$ cat src/rtl/pht_upd_sched.sv
// pht_upd_sched: buffers branch-resolution updates to the pattern history
// table and schedules them onto the PHT's single write port.
//
// Two update ports (upd0 older, upd1 younger) push {pc, taken} into a
// circular FIFO. A three-state scheduler drains the FIFO:
//   S_IDLE  - FIFO empty, no writes.
//   S_LAZY  - write only when the frontend is not using the PHT read port.
//   S_FORCE - stall the frontend and drain every cycle until empty.
// A head entry that waits STARVE_LIMIT lazy cycles forces a drain.
//
// Ports:
//   clk_i, rst_i            clock, asynchronous active-high reset
//   upd0_*/upd1_*           update ports (valid/pc/taken in, ready out)
//   fe_rd_busy_i            frontend needs the PHT read port this cycle
//   fe_stall_o              frontend must not issue PHT lookups
//   pht_wr_req_o/_pc_o/_predictbit_o   PHT write port (FIFO head)
//   upd_cnt_o               FIFO occupancy
//   perf_force_cyc_o        saturating count of stall cycles
//                           (present only with PHT_UPD_PERF_EN defined)

`ifndef XLEN
`define XLEN 32
`endif

module pht_upd_sched #(
  parameter int UPD_FIFO_DEPTH = 4,
  parameter int STARVE_LIMIT   = 16
) (
  input  logic                              clk_i,
  input  logic                              rst_i,
  input  logic                              upd0_valid_i,
  input  logic [`XLEN-1:0]                  upd0_pc_i,
  input  logic                              upd0_taken_i,
  output logic                              upd0_ready_o,
  input  logic                              upd1_valid_i,
  input  logic [`XLEN-1:0]                  upd1_pc_i,
  input  logic                              upd1_taken_i,
  output logic                              upd1_ready_o,
  input  logic                              fe_rd_busy_i,
  output logic                              fe_stall_o,
  output logic                              pht_wr_req_o,
  output logic [`XLEN-1:0]                  pht_wr_pc_o,
  output logic                              pht_wr_predictbit_o,
`ifdef PHT_UPD_PERF_EN
  output logic [31:0]                       perf_force_cyc_o,
`endif
  output logic [$clog2(UPD_FIFO_DEPTH):0]   upd_cnt_o
);

  localparam int AW = $clog2(UPD_FIFO_DEPTH);
  localparam int CW = AW + 1;
  localparam int SW = $clog2(STARVE_LIMIT) + 1;
  localparam logic [CW-1:0] DEPTH     = CW'(UPD_FIFO_DEPTH);
  localparam logic [SW-1:0] STARVE_LM = SW'(STARVE_LIMIT - 1);

  typedef enum logic [1:0] {S_IDLE, S_LAZY, S_FORCE} state_t;

  state_t            state;
  logic [AW-1:0]     wr_ptr, rd_ptr;
  logic [CW-1:0]     cnt, free, cnt_nxt;
  logic [SW-1:0]     starve;
  logic [`XLEN:0]    mem [UPD_FIFO_DEPTH];
  logic              push0, push1, pop;
  logic [AW-1:0]     wr_ptr1;

  always_comb begin
    free         = DEPTH - cnt;
    upd0_ready_o = (free >= CW'(1));
    upd1_ready_o = upd0_valid_i ? (free >= CW'(2)) : (free >= CW'(1));
    push0        = upd0_valid_i & upd0_ready_o;
    push1        = upd1_valid_i & upd1_ready_o;
    // upd1 lands behind upd0 when both push in the same cycle
    wr_ptr1      = push0 ? wr_ptr + AW'(1) : wr_ptr;

    pht_wr_req_o = 1'b0;
    case (state)
      S_LAZY:  pht_wr_req_o = ~fe_rd_busy_i;
      S_FORCE: pht_wr_req_o = (cnt != '0);
      default: pht_wr_req_o = 1'b0;
    endcase
    pop          = pht_wr_req_o;
    cnt_nxt      = cnt + CW'(push0) + CW'(push1) - CW'(pop);

    pht_wr_pc_o         = mem[rd_ptr][`XLEN:1];
    pht_wr_predictbit_o = mem[rd_ptr][0];
    fe_stall_o          = (state == S_FORCE);
    upd_cnt_o           = cnt;
  end

  // Payload storage carries no reset; occupancy alone defines validity.
  always_ff @(posedge clk_i) begin
    if (push0) mem[wr_ptr]  <= {upd0_pc_i, upd0_taken_i};
    if (push1) mem[wr_ptr1] <= {upd1_pc_i, upd1_taken_i};
  end

  always_ff @(posedge clk_i or posedge rst_i) begin
    if (rst_i) begin
      state  <= S_IDLE;
      wr_ptr <= '0;
      rd_ptr <= '0;
      cnt    <= '0;
      starve <= '0;
    end else begin
      wr_ptr <= wr_ptr + AW'(push0) + AW'(push1);
      if (pop) rd_ptr <= rd_ptr + AW'(1);
      cnt    <= cnt_nxt;
      starve <= '0;
      case (state)
        S_IDLE: begin
          if (push0 | push1) state <= S_LAZY;
        end
        S_LAZY: begin
          if (cnt_nxt == '0)
            state <= S_IDLE;
          else if (cnt_nxt == DEPTH || (!pop && starve == STARVE_LM))
            state <= S_FORCE;
          else if (!pop)
            starve <= starve + SW'(1);
        end
        S_FORCE: begin
          if (cnt_nxt == '0) state <= S_IDLE;
        end
        default: state <= S_IDLE;
      endcase
    end
  end

`ifdef PHT_UPD_PERF_EN
  always_ff @(posedge clk_i or posedge rst_i) begin
    if (rst_i)
      perf_force_cyc_o <= '0;
    else if (fe_stall_o && perf_force_cyc_o != '1)
      perf_force_cyc_o <= perf_force_cyc_o + 32'd1;
  end
`endif

endmodule

$ cat config.mk
export PLATFORM = sky130hd
export DESIGN_NAME = pht_upd_sched
export DESIGN_NICKNAME = d
export VERILOG_FILES = /design/src/rtl/pht_upd_sched.sv
export SDC_FILE = /design/constraint.sdc
export NUM_CORES = 1
export LEC_CHECK = 0
export BUFFER_PORTS_ARGS = -buffer_cell sky130_fd_sc_hd__buf_4
export CORE_MARGIN = 2
export CORE_UTILIZATION = 40
export DETAILED_ROUTE_END_ITERATION = 16
export HOLD_SLACK_MARGIN = 0.08
export PLACE_DENSITY = 0.65
export SKIP_CTS_REPAIR_TIMING = 1
export SKIP_LAST_GASP = 1
export SLEW_MARGIN = 0
export SYNTH_ARGS = -nofsm -noshare
export SYNTH_HDL_FRONTEND = slang
export SYNTH_SLANG_ARGS = --single-unit
$ cat constraint.sdc
create_clock -name clk_i -period 10.6 [get_ports clk_i]
set_input_delay 1.06 -clock clk_i [delete_from_list [all_inputs] [get_ports clk_i]]
set_output_delay 1.06 -clock clk_i [all_outputs]
set_load 0.02 [all_outputs]
# After elaboration in Yosys (flattened, before gate mapping)
# Memories as Yosys holds them, arrays and structs flattened.
# Cells that the tools add are included.
[op_classes]
bitwise = 4
add_sub_neg = 9
reduce_logical = 7
div_mod_pow = 0
order_cmp = 2
muxes = 16
n_mul = 0
n_eq_ne = 7
shift = 0
[ops]
columns = ["operator", "count"]
rows = [
  ["two-way mux 5 bit", 4],
  ["two-way mux 2 bit", 5],
  ["adder 3 x 1 -> 3 bit", 2],
  ["one-hot mux 2 bit (3 select lines)", 1],
  ["adder 5 x 1 -> 5 bit, second input constant", 1],
  ["equality test 5 x 4 -> 1 bit, second input constant", 1],
  ["two-way mux 1 bit", 5],
  ["adder 2 x 1 -> 2 bit", 2],
  ["adder 2 x 1 -> 2 bit, second input constant", 2],
  ["equality test 3 bit, second input constant", 1],
  [">= comparator 3 x 1 -> 1 bit, second input constant", 1],
  [">= comparator 3 x 2 -> 1 bit, second input constant", 1],
  ["zero test 3 bit", 1],
  ["!= test 3 bit, second input constant", 1],
  ["AND reduction 3 bit", 1],
  ["nonzero test 3 bit", 1],
  ["subtractor 3 x 1 -> 3 bit", 1],
  ["subtractor 3 bit, first input constant", 1],
  ["bitwise AND 1 bit", 2],
  ["equality test 2 x 1 -> 1 bit, second input constant", 1],
  ["equality test 2 bit, second input constant", 1],
  ["zero test 2 bit", 1],
  ["!= test 2 x 1 -> 1 bit, second input constant", 1],
  ["!= test 2 bit, second input constant", 1],
  ["6 further kinds", 6],
]
[totals]
reg_bits = 14
memories = 1
word_cells = 51
rom_bits = 0
mem_bits_rw = 132
inputBits = 71
latch_bits = 0
output_inout_bits = 40
[memory_table]
columns = ["memory", "depth", "word_bits", "read_ports", "rd_ports_with_merged_regs", "wr", "line_no", "text"]
rows = [
  ["mem", 4, 33, 1, 0, 2, "62", "logic [`XLEN:0] mem [UPD_FIFO_DEPTH];"],
]

# Longest topological paths before layout
# Gate-level depths: netlist of run 1.
[depth]
ltp_word = 11
depth_mapped = 14
ltp_nobuf = 14

# Least setup slack after synthesis of run 1
# No wires, ideal clock.
[synth_path]
path_kind = "input to register"
from = "input fe_rd_busy_i"
to = "register state[0]"
t_arrival_ps = 3557
cell_stages = 9
n_path_buf = 0
setup_ps = 125
required_ps = 10475
path_slack_ps = 6918
path_cell_list = "nand2b_1 > a21oi_1 > ha_1 > inv_1 > fa_1 > fa_1 > o21ai_0 > o211ai_1 > mux2_2"
[synth_via]
elab_chain_cells = 7
[synth_rtl]
columns = ["element", "line_no", "text"]
rows = [
  ["start: declaration", "39", "input logic fe_rd_busy_i,"],
  ["NOT 1 bit *", "77", "S_LAZY: pht_wr_req_o = ~fe_rd_busy_i;"],
  ["one-hot mux 1 bit (2 select lines) *", "76", "case (state)"],
  ["named net pht_wr_req_o", "41", "output logic pht_wr_req_o,"],
  ["subtractor 3 x 1 -> 3 bit *", "82", "cnt_nxt = cnt + CW'(push0) + CW'(push1) - CW'(pop);"],
  ["named net cnt_nxt[1]", "60", "logic [CW-1:0] cnt, free, cnt_nxt;"],
  ["equality test 3 bit", "115", "else if (cnt_nxt == DEPTH || (!pop && starve == STARVE_LM))"],
  ["logical OR 1 bit", "115", ""],
  ["!= test 3 bit (no line)", "--", ""],
  ["AND reduction 3 bit (no line)", "--", ""],
  ["end signal: assignment", "114", "state <= S_IDLE;"],
  ["end signal: assignment", "116", "state <= S_FORCE;"],
  ["end signal: assignment", "121", "if (cnt_nxt == '0) state <= S_IDLE;"],
  ["end: declaration", "58", "state_t state;"],
]
# The timed path passes the listed nets; every way through them passes the cells marked *.
# A chain may end at the register's enable or synchronous reset.

# Worst setup path after layout of run 1
[layout_path]
from = "register cnt[0] (netlist: upd_cnt_o[0])"
to = "register state[0]"
[layout_via]
elab_chain_cells = 10
[layout_rtl]
columns = ["element", "line_no", "text"]
rows = [
  ["start: declaration", "60", ""],
  ["start signal: assignment", "106", "cnt <= cnt_nxt;"],
  ["subtractor 3 bit", "67", "free = DEPTH - cnt;"],
  [">= comparator 3 x 1 -> 1 bit / >= comparator 3 x 2 -> 1 bit (equally long branches)", "68, 69", ""],
  ["bitwise AND 1 bit / two-way mux 1 bit (equally long branches)", "70, 69", ""],
  ["adder 3 x 1 -> 3 bit / bitwise AND 1 bit (equally long branches)", "82, 71", ""],
  ["adder 3 x 1 -> 3 bit", "82", ""],
  ["subtractor 3 x 1 -> 3 bit *", "82", ""],
  ["named net cnt_nxt[1]", "60", ""],
  ["equality test 3 bit", "115", ""],
  ["logical OR 1 bit", "115", ""],
  ["!= test 3 bit (no line)", "--", ""],
  ["AND reduction 3 bit (no line)", "--", ""],
]
# Marked as above.

==> results of run 1 <==
==> worst max-delay path: cells and delay by family (launching register included) <==
| kind | cells | cell delay [ps] |
|---|---|---|
| fa+ha+maj | 5 | 1610 |
| flops | 1 | 500 |
| mux | 1 | 370 |
| buf+inv | 3 | 420 |
| simple gates | 2 | 630 |
| compound gates | 2 | 400 |
==> cell usage after synthesis <==
library cell  count  area (sq um)
mux2_2          127          1430
o21ai_2           2          17.5
nand2_1          14          52.6
mux2_4            6          90.1
nand4_1           2          12.5
o21ai_0           6          30.0
nor4b_4           1          23.8
o31ai_1           3          22.5
a21boi_2          1          11.3
edfxtp_1        132          3960
buf_4             1          7.51
inv_1            15          56.3
and3_4            1          11.3
or3_1             1          6.26
o21ai_4           2          32.5
nor3_1            3          15.0
and2_1            1          6.26
nand2b_1          3          18.8
o21a_1            2          15.0
ha_1             14           175
dfrtp_1          14           350
nor2_1            6          22.5
mux4_2           33           743
a32o_1            1          10.0
clkbuf_1          5          18.8
and3_1            1          6.26
and2b_2           1          8.76
fa_1              3          60.1
a21oi_1           2          10.0
nor2b_1           3          18.8
buf_6            13           146
nor4_1            3          18.8
clkbuf_2          1          5.00
xor2_1            4          35.0
nand3_1           2          10.0
nor3_2            1          10.0
o211ai_1          1          7.51
buf_2             3          15.0
xnor2_1           3          26.3
==> layout make-up <==
class,count,area (sq um),share of cell area (%)
Inverter,15,56.3,0.619
Sequential cell,146,4320,47.5
Timing Repair Buffer,115,863,9.50
Multi-Input combinational cell,253,2980,32.8
Clock buffer,21,440,4.85
Clock inverter,11,138,1.51
Tap cell,234,293,3.22
==> sequential cells by signal (all words and copies together), names as in the netlist <==
signal,flops
starve,5
upd_cnt_o,3
state,2
wr_ptr,2
mem,132
rd_ptr,2
==> kinds of logic (layout without fill, tap and decap cells) <==
logic type	after synthesis	after routing	synth area share [%]
compound gates	20	20	2.08
flops	146	146	57.4
buf+inv	38	162	3.31
mux	166	166	30.1
fa+ha+maj	17	17	3.13
xor+xnor	7	7	0.815
simple gates	43	43	3.21
==> stage by stage <==
stage / hold WS [ps] / worst slack [ps] / instance area, sq um
2_1_floorplan: 433 / 6920 / 7520
3_3_place_gp: 445 / 6810 / 8510
3_5_place_dp: 460 / 6590 / 8510
4_1_cts: 467 / 6560 / 9090
5_1_grt: 498 / 6240 / 9090
6_report: 466 / 6540 / 9090
==> final timing paths <==
path | startpoint | to | slack, ps | cells after the start
max | upd_cnt_o[0] | state[0] | 6540 | 13
min | starve[0] | starve[0] | 470 | 1
max reg2reg | upd_cnt_o[0] | state[0] | 6540 | 13
min reg2reg | starve[0] | starve[0] | 470 | 1
max in group asynchronous | rst_i | rd_ptr[0] | 9520 | 2
min in group asynchronous | rst_i | state[0] | 680 | 2
==> metal layers <==
layer / part of all wire, % / vias to the layer above / global-route usage, %
li1: - / 1950 / -
met1: 43 / 2159 / 20.8
met2: 51 / 88 / 28.5
met3: 4.8 / 11 / 5.47
met4: 0.92 / 0 / 4.89
met5: 0 / - / 0
==> where the power goes <==
part / leakage, uW / internal [uW] / switching [uW]
clock: 0.000280 / 368 / 223
sequential: 0.00140 / 963 / 106
combinational: 0.00170 / 597 / 719
total: 0.00339 / 1930 / 1050
==> summary.md, run 1 <==
| Metric | Value |
|---|---|
| GRT Overall Usage | 16.9% |
| DR WL/cell | 20.3 microns |
| Detailed-placement wirelength estimate | 9.58 mm |
| Power per cell area | 327 nW/um^2 |
| First-pass GRT wire length | 24.9 mm |
| Critical path class | flip-flop to flip-flop |
| GRT overflow | 0 |
| Die Area | 19900 sq um |
| Remaining antenna violation count | 0 |
| Drt first pass iters | 4 |
| Placer Congestion | 0.874 |
| Fin crit share | 38.3% |
| Post-layout util | 48.9% |
| Initial antenna violation count | 0 |
| Drt initial violations | 173 |
| Clk slew on worst S/H paths | 60 ps |
| Placed insts | 763 |
| Startpoint types | flip-flop |
| Leak Pwr | 0.00339 uW |
| Vias/cell | 5.29 |
| Register bit total from synthesis | 146 |
| Synth unique cells | 39 |
| H-tree depth | 4 |
| Most frequent cells in the layout | edfxtp_1 (132), mux2_2 (127), buf_4 (115) |
| TritonCTS clock tree | built |
| Final hold vios | 0 |
| DR vias | 4208 |
| Port Buffers | 110 |
| Crit path max fanout | 11 |
| Chip Width | 141 microns |
| Final Max Slew Viols | 0 |
| Setup TNS | 0 ps |
| Critical path's slowest cell | fa_1 |
| CP max stage delay | 570 ps |
| Slew margin rel. | 29.9% |
| Number of global-route vias before repair | 4625 |
| VDD IR-drop max | 0.197 mV |
| Avg Cell Area, Syn | 17.2 sq um |
| Routed Wire Length | 16.1 mm |
| Longest Clk Path Bufs | 2 |
| Fmax | 247 MHz |
| Crit path time final | 4060 ps |
| Largest net degree at the start of global routing | 35 |
| RSZ-0062 raised after global routing | false |
| Ratio of cells with drive above 1 in the final layout | 57.4% |
| Max Cap Viol | 0 |
| Area growth syn-to-layout | 20.9% |
| Worst setup EP type | flip-flop |
| Final setup violation count | 0 |
| Worst-Margin Slew | 1050 ps |
| Post-Syn Instances | 437 |
| Antenna cell count | 0 |
| CORE AREA | 18600 sq um |
| Mapped Area | 7520 sq um |
| Fill cells | 1591 |
| Syn. warnings | 0 |
| Commonest non-fill, non-tap cell in the layout | edfxtp_1 |
| Starting Density | 40.5% |
| Worst Path Required | 10910 ps |
| Outcome | finished, final reports clean |
| Root Driver | clkbuf_16 |
| Mapped Nets | 525 |
| CP Cell Sequence | inv_1 > ha_1 > ha_1 > nor4b_4 > inv_1 > nand2_1 > ha_1 > inv_1 > fa_1 > fa_1 > o21ai_0 > o211ai_1 > mux2_2 |
| Layout Cells excl Fill | 795 |
| Seq/Total Area, Yosys | 57.4% |
| Worst-skew pair later-pin latency | 420 ps |
| Nets | 636 |
| Die height | 141 microns |
| Hold Crit Class | flip-flop to flip-flop |
| Worst clock skew | 14.1 ps |
| Cell row count | 50 |
| Overall Power | 2980 uW |
| I/O pin total | 111 |
| Critical Path AT | 4360 ps |
| CTS Sinks | 146 |
| DRC errors left | 0 |
| TritonCTS buffer count | 17 |
No activity file was read; power rests on OpenSTA's default activity.
==> inputs of run 2 (changes only) <==
==> constraint.sdc (replaced) <==
create_clock -name clk_i -period 4.09 [get_ports clk_i]
set_input_delay 0.409 -clock clk_i [delete_from_list [all_inputs] [get_ports clk_i]]
set_output_delay 0.409 -clock clk_i [all_outputs]
set_load 0.02 [all_outputs]
==> run 2 against run 1 <==
First-iteration DRC count grew 31%. Global-route usage grew 0.27 points. Cell area grew 1.7%. Via count grew 1.5%. Wire length grew 1.3%. Register-to-register slack lost 6100 ps. Combinational power grew to 2.7 times the previous value. Hold slack lost 150 ps. Flip-flop and latch count is the same. Critical path type unchanged. Largest cell class unchanged. Largest power group unchanged.
==> summary.md, run 2 (synthesized netlist as in run 1, its figures left out) <==
| Metric | Value |
|---|---|
| Worst clock skew | 5.47 ps (was 14.1 ps) |
| Ratio of cells with drive above 1 in the final layout | 58.7% (was 57.4%) |
| Delay-heaviest family, CP | adder cells (unchanged) |
| Worst r2r path cells | 13 (unchanged) |
| Final Max Slew Viols | 0 (unchanged) |
| Most used routing layer | met2 (unchanged) |
| Startpoint types | flip-flop (unchanged) |
| Hold Crit Class | primary input to flip-flop (was flip-flop to flip-flop) |
| DR WL/cell | 20.3 microns (about the same) |
| Outcome | finished, final reports clean (unchanged) |
| CORE AREA | 18600 sq um (unchanged) |
| I/O pin total | 111 (unchanged) |
| DR vias | 4270 (was 4208) |
| CP max stage delay | 560 ps (was 570 ps) |
| Die height | 141 microns (unchanged) |
| GRT Overall Usage | 17.1% (was 16.9%) |
| GRT met3 Usage | 4.59% (was 5.47%) |
| Hold path start | upd0_pc_i[23] (was starve[0]) |
| Starting Density | 40.5% (unchanged) |
| Worst Hold Path Cells | 2 (was 1) |
| Nets | 647 (was 636) |
| GRT overflow | 0 (unchanged) |
| Initial antenna violation count | 0 (unchanged) |
| Most frequent cells in the layout | edfxtp_1 (132), mux2_2 (127), buf_4 (121) (was edfxtp_1 (132), mux2_2 (127), buf_4 (115)) |
| Overall Power | 7870 uW (was 2980 uW) |
| Leak Pwr | 0.00346 uW (was 0.00339 uW) |
| Worst hold slack | 312 ps (was 466 ps) |
| Critical path class | flip-flop to flip-flop (unchanged) |
| Commonest non-fill, non-tap cell in the layout | edfxtp_1 (unchanged) |
| Port Buffers | 110 (unchanged) |
| Cell row count | 50 (unchanged) |
| Drt first pass iters | 4 (unchanged) |
| Final setup violation count | 0 (unchanged) |
| Setup TNS | 0 ps (unchanged) |
| Max Cap Viol | 0 (unchanged) |
| Longest Clk Path Bufs | 2 (unchanged) |
| DRC errors left | 0 (unchanged) |
| Worst setup EP type | flip-flop (unchanged) |
| TritonCTS clock tree | built (unchanged) |
| Reg with most FFs | mem (unchanged) |
| Area growth syn-to-layout | 22.9% (was 20.9%) |
| H-tree depth | 4 (unchanged) |
| Critical path's slowest cell | fa_1 (unchanged) |
| Largest register FFs | 132 (unchanged) |
| Chip Width | 141 microns (unchanged) |
| Drt initial violations | 227 (was 173) |
| Setup slack, reg-to-reg | 440 ps (was 6540 ps) |
| Worst reg2reg startpoint | upd_cnt_o[0] (unchanged) |
| Die Area | 19900 sq um (unchanged) |
| Worst path buffer plus inverter count | 3 (unchanged) |
| Remaining antenna violation count | 0 (unchanged) |
| Worst-skew pair later-pin latency | 420 ps (about the same) |
| Grt met2 use | 29.2% (was 28.5%) |
| First-pass GRT wire length | 25.3 mm (was 24.9 mm) |
| Root Driver | clkbuf_16 (unchanged) |
| Number of global-route vias before repair | 4591 (was 4625) |
| Cell count along the critical path | 13 (unchanged) |
| Detailed-placement wirelength estimate | 10.3 mm (was 9.58 mm) |
| Largest net degree at the start of global routing | 35 (unchanged) |
| Hold Path Sink | mem[3][24] (was starve[0]) |
| CTS Sinks | 146 (unchanged) |
| Worst Path Required | 4390 ps (was 10910 ps) |
| Vias/cell | 5.30 (was 5.29) |
| Slew margin rel. | 34.9% (was 29.9%) |
| FF-to-FF End | state[0] (unchanged) |
| Power per cell area | 852 nW/um^2 (was 327 nW/um^2) |
| CP Cell Sequence | inv_1 > ha_1 > ha_1 > nor4b_4 > inv_1 > nand2_1 > ha_1 > inv_1 > fa_1 > fa_1 > o21ai_0 > o211ai_1 > mux2_2 (unchanged) |
| Fin crit share | 89.3% (was 38.3%) |
| Critical Path AT | 3960 ps (was 4360 ps) |
| Placer Congestion | 0.829 (was 0.874) |
| Clk slew on worst S/H paths | 60 ps (about the same) |
| Final hold vios | 0 (unchanged) |
| Crit path time final | 3650 ps (was 4060 ps) |
| Fmax | 274 MHz (was 247 MHz) |
| VDD IR-drop max | 0.491 mV (was 0.197 mV) |
| Antenna cell count | 0 (unchanged) |
| Routed Wire Length | 16.3 mm (was 16.1 mm) |
| Met1 usage | 21.1% (was 20.8%) |
| RSZ-0062 raised after global routing | false (unchanged) |
| Crit path max fanout | 7 (was 11) |
| Worst-Margin Slew | 977 ps (was 1050 ps) |
| TritonCTS buffer count | 17 (unchanged) |
run 2: per-layer routing:
layer,wire length [microns],vias to the layer above,share of wire (%)
li1,-,1974,-
met1,6920,2151,42
met2,8320,119,51
met3,810,26,5.0
met4,291,0,1.8
met5,0,-,0
run 2: cell type report:
cell class,instances,area [sq um]
Inverter,15,56.3
Multi-Input combinational cell,253,2980
Tap cell,234,293
Clock inverter,13,163
Timing Repair Buffer,126,998
Clock buffer,19,433
Fill cell,1566,9340
Sequential cell,146,4320
run 2: power breakdown:
| group | internal [uW] | total, uW | switching (uW) |
|---|---|---|---|
| Sequential | 2470 | 2800 | 327 |
| Clock | 958 | 1570 | 610 |
| Combinational | 1670 | 3500 | 1830 |
| Total | 5100 | 7870 | 2770 |
run 2: worst max-delay path by stage:
stage / slack [ps] / from / endpoint
2_1_floorplan: 420 / upd_cnt_o[0] / state[0]
3_3_place_gp: 520 / upd_cnt_o[0] / state[0]
3_5_place_dp: 450 / upd_cnt_o[0] / state[0]
4_1_cts: 410 / upd_cnt_o[0] / state[0]
5_1_grt: 220 / upd_cnt_o[0] / state[0]
6_report: 440 / upd_cnt_o[0] / state[0]
run 2: worst register-to-register path, cell delays in order (launching register included):
cell and delay, ps:
dfrtp_1 500, inv_1 110, ha_1 220, ha_1 290
nor4b_4 140, inv_1 180, nand2_1 100, ha_1 280
inv_1 40, fa_1 380, fa_1 560, o21ai_0 140
o211ai_1 240, mux2_2 360
run 2: metrics by stage:
stage | instances | utilization [%] | setup slack [ps] | area [sq um]
after floorplan | 437 | - | 420 | 7520
after global placement | 773 | 46.5 | 524 | 8640
after detailed placement | 773 | 46.5 | 451 | 8640
after CTS | 805 | 49.7 | 408 | 9230
after global routing | 806 | 49.7 | 216 | 9240
final | 806 | 49.7 | 437 | 9240
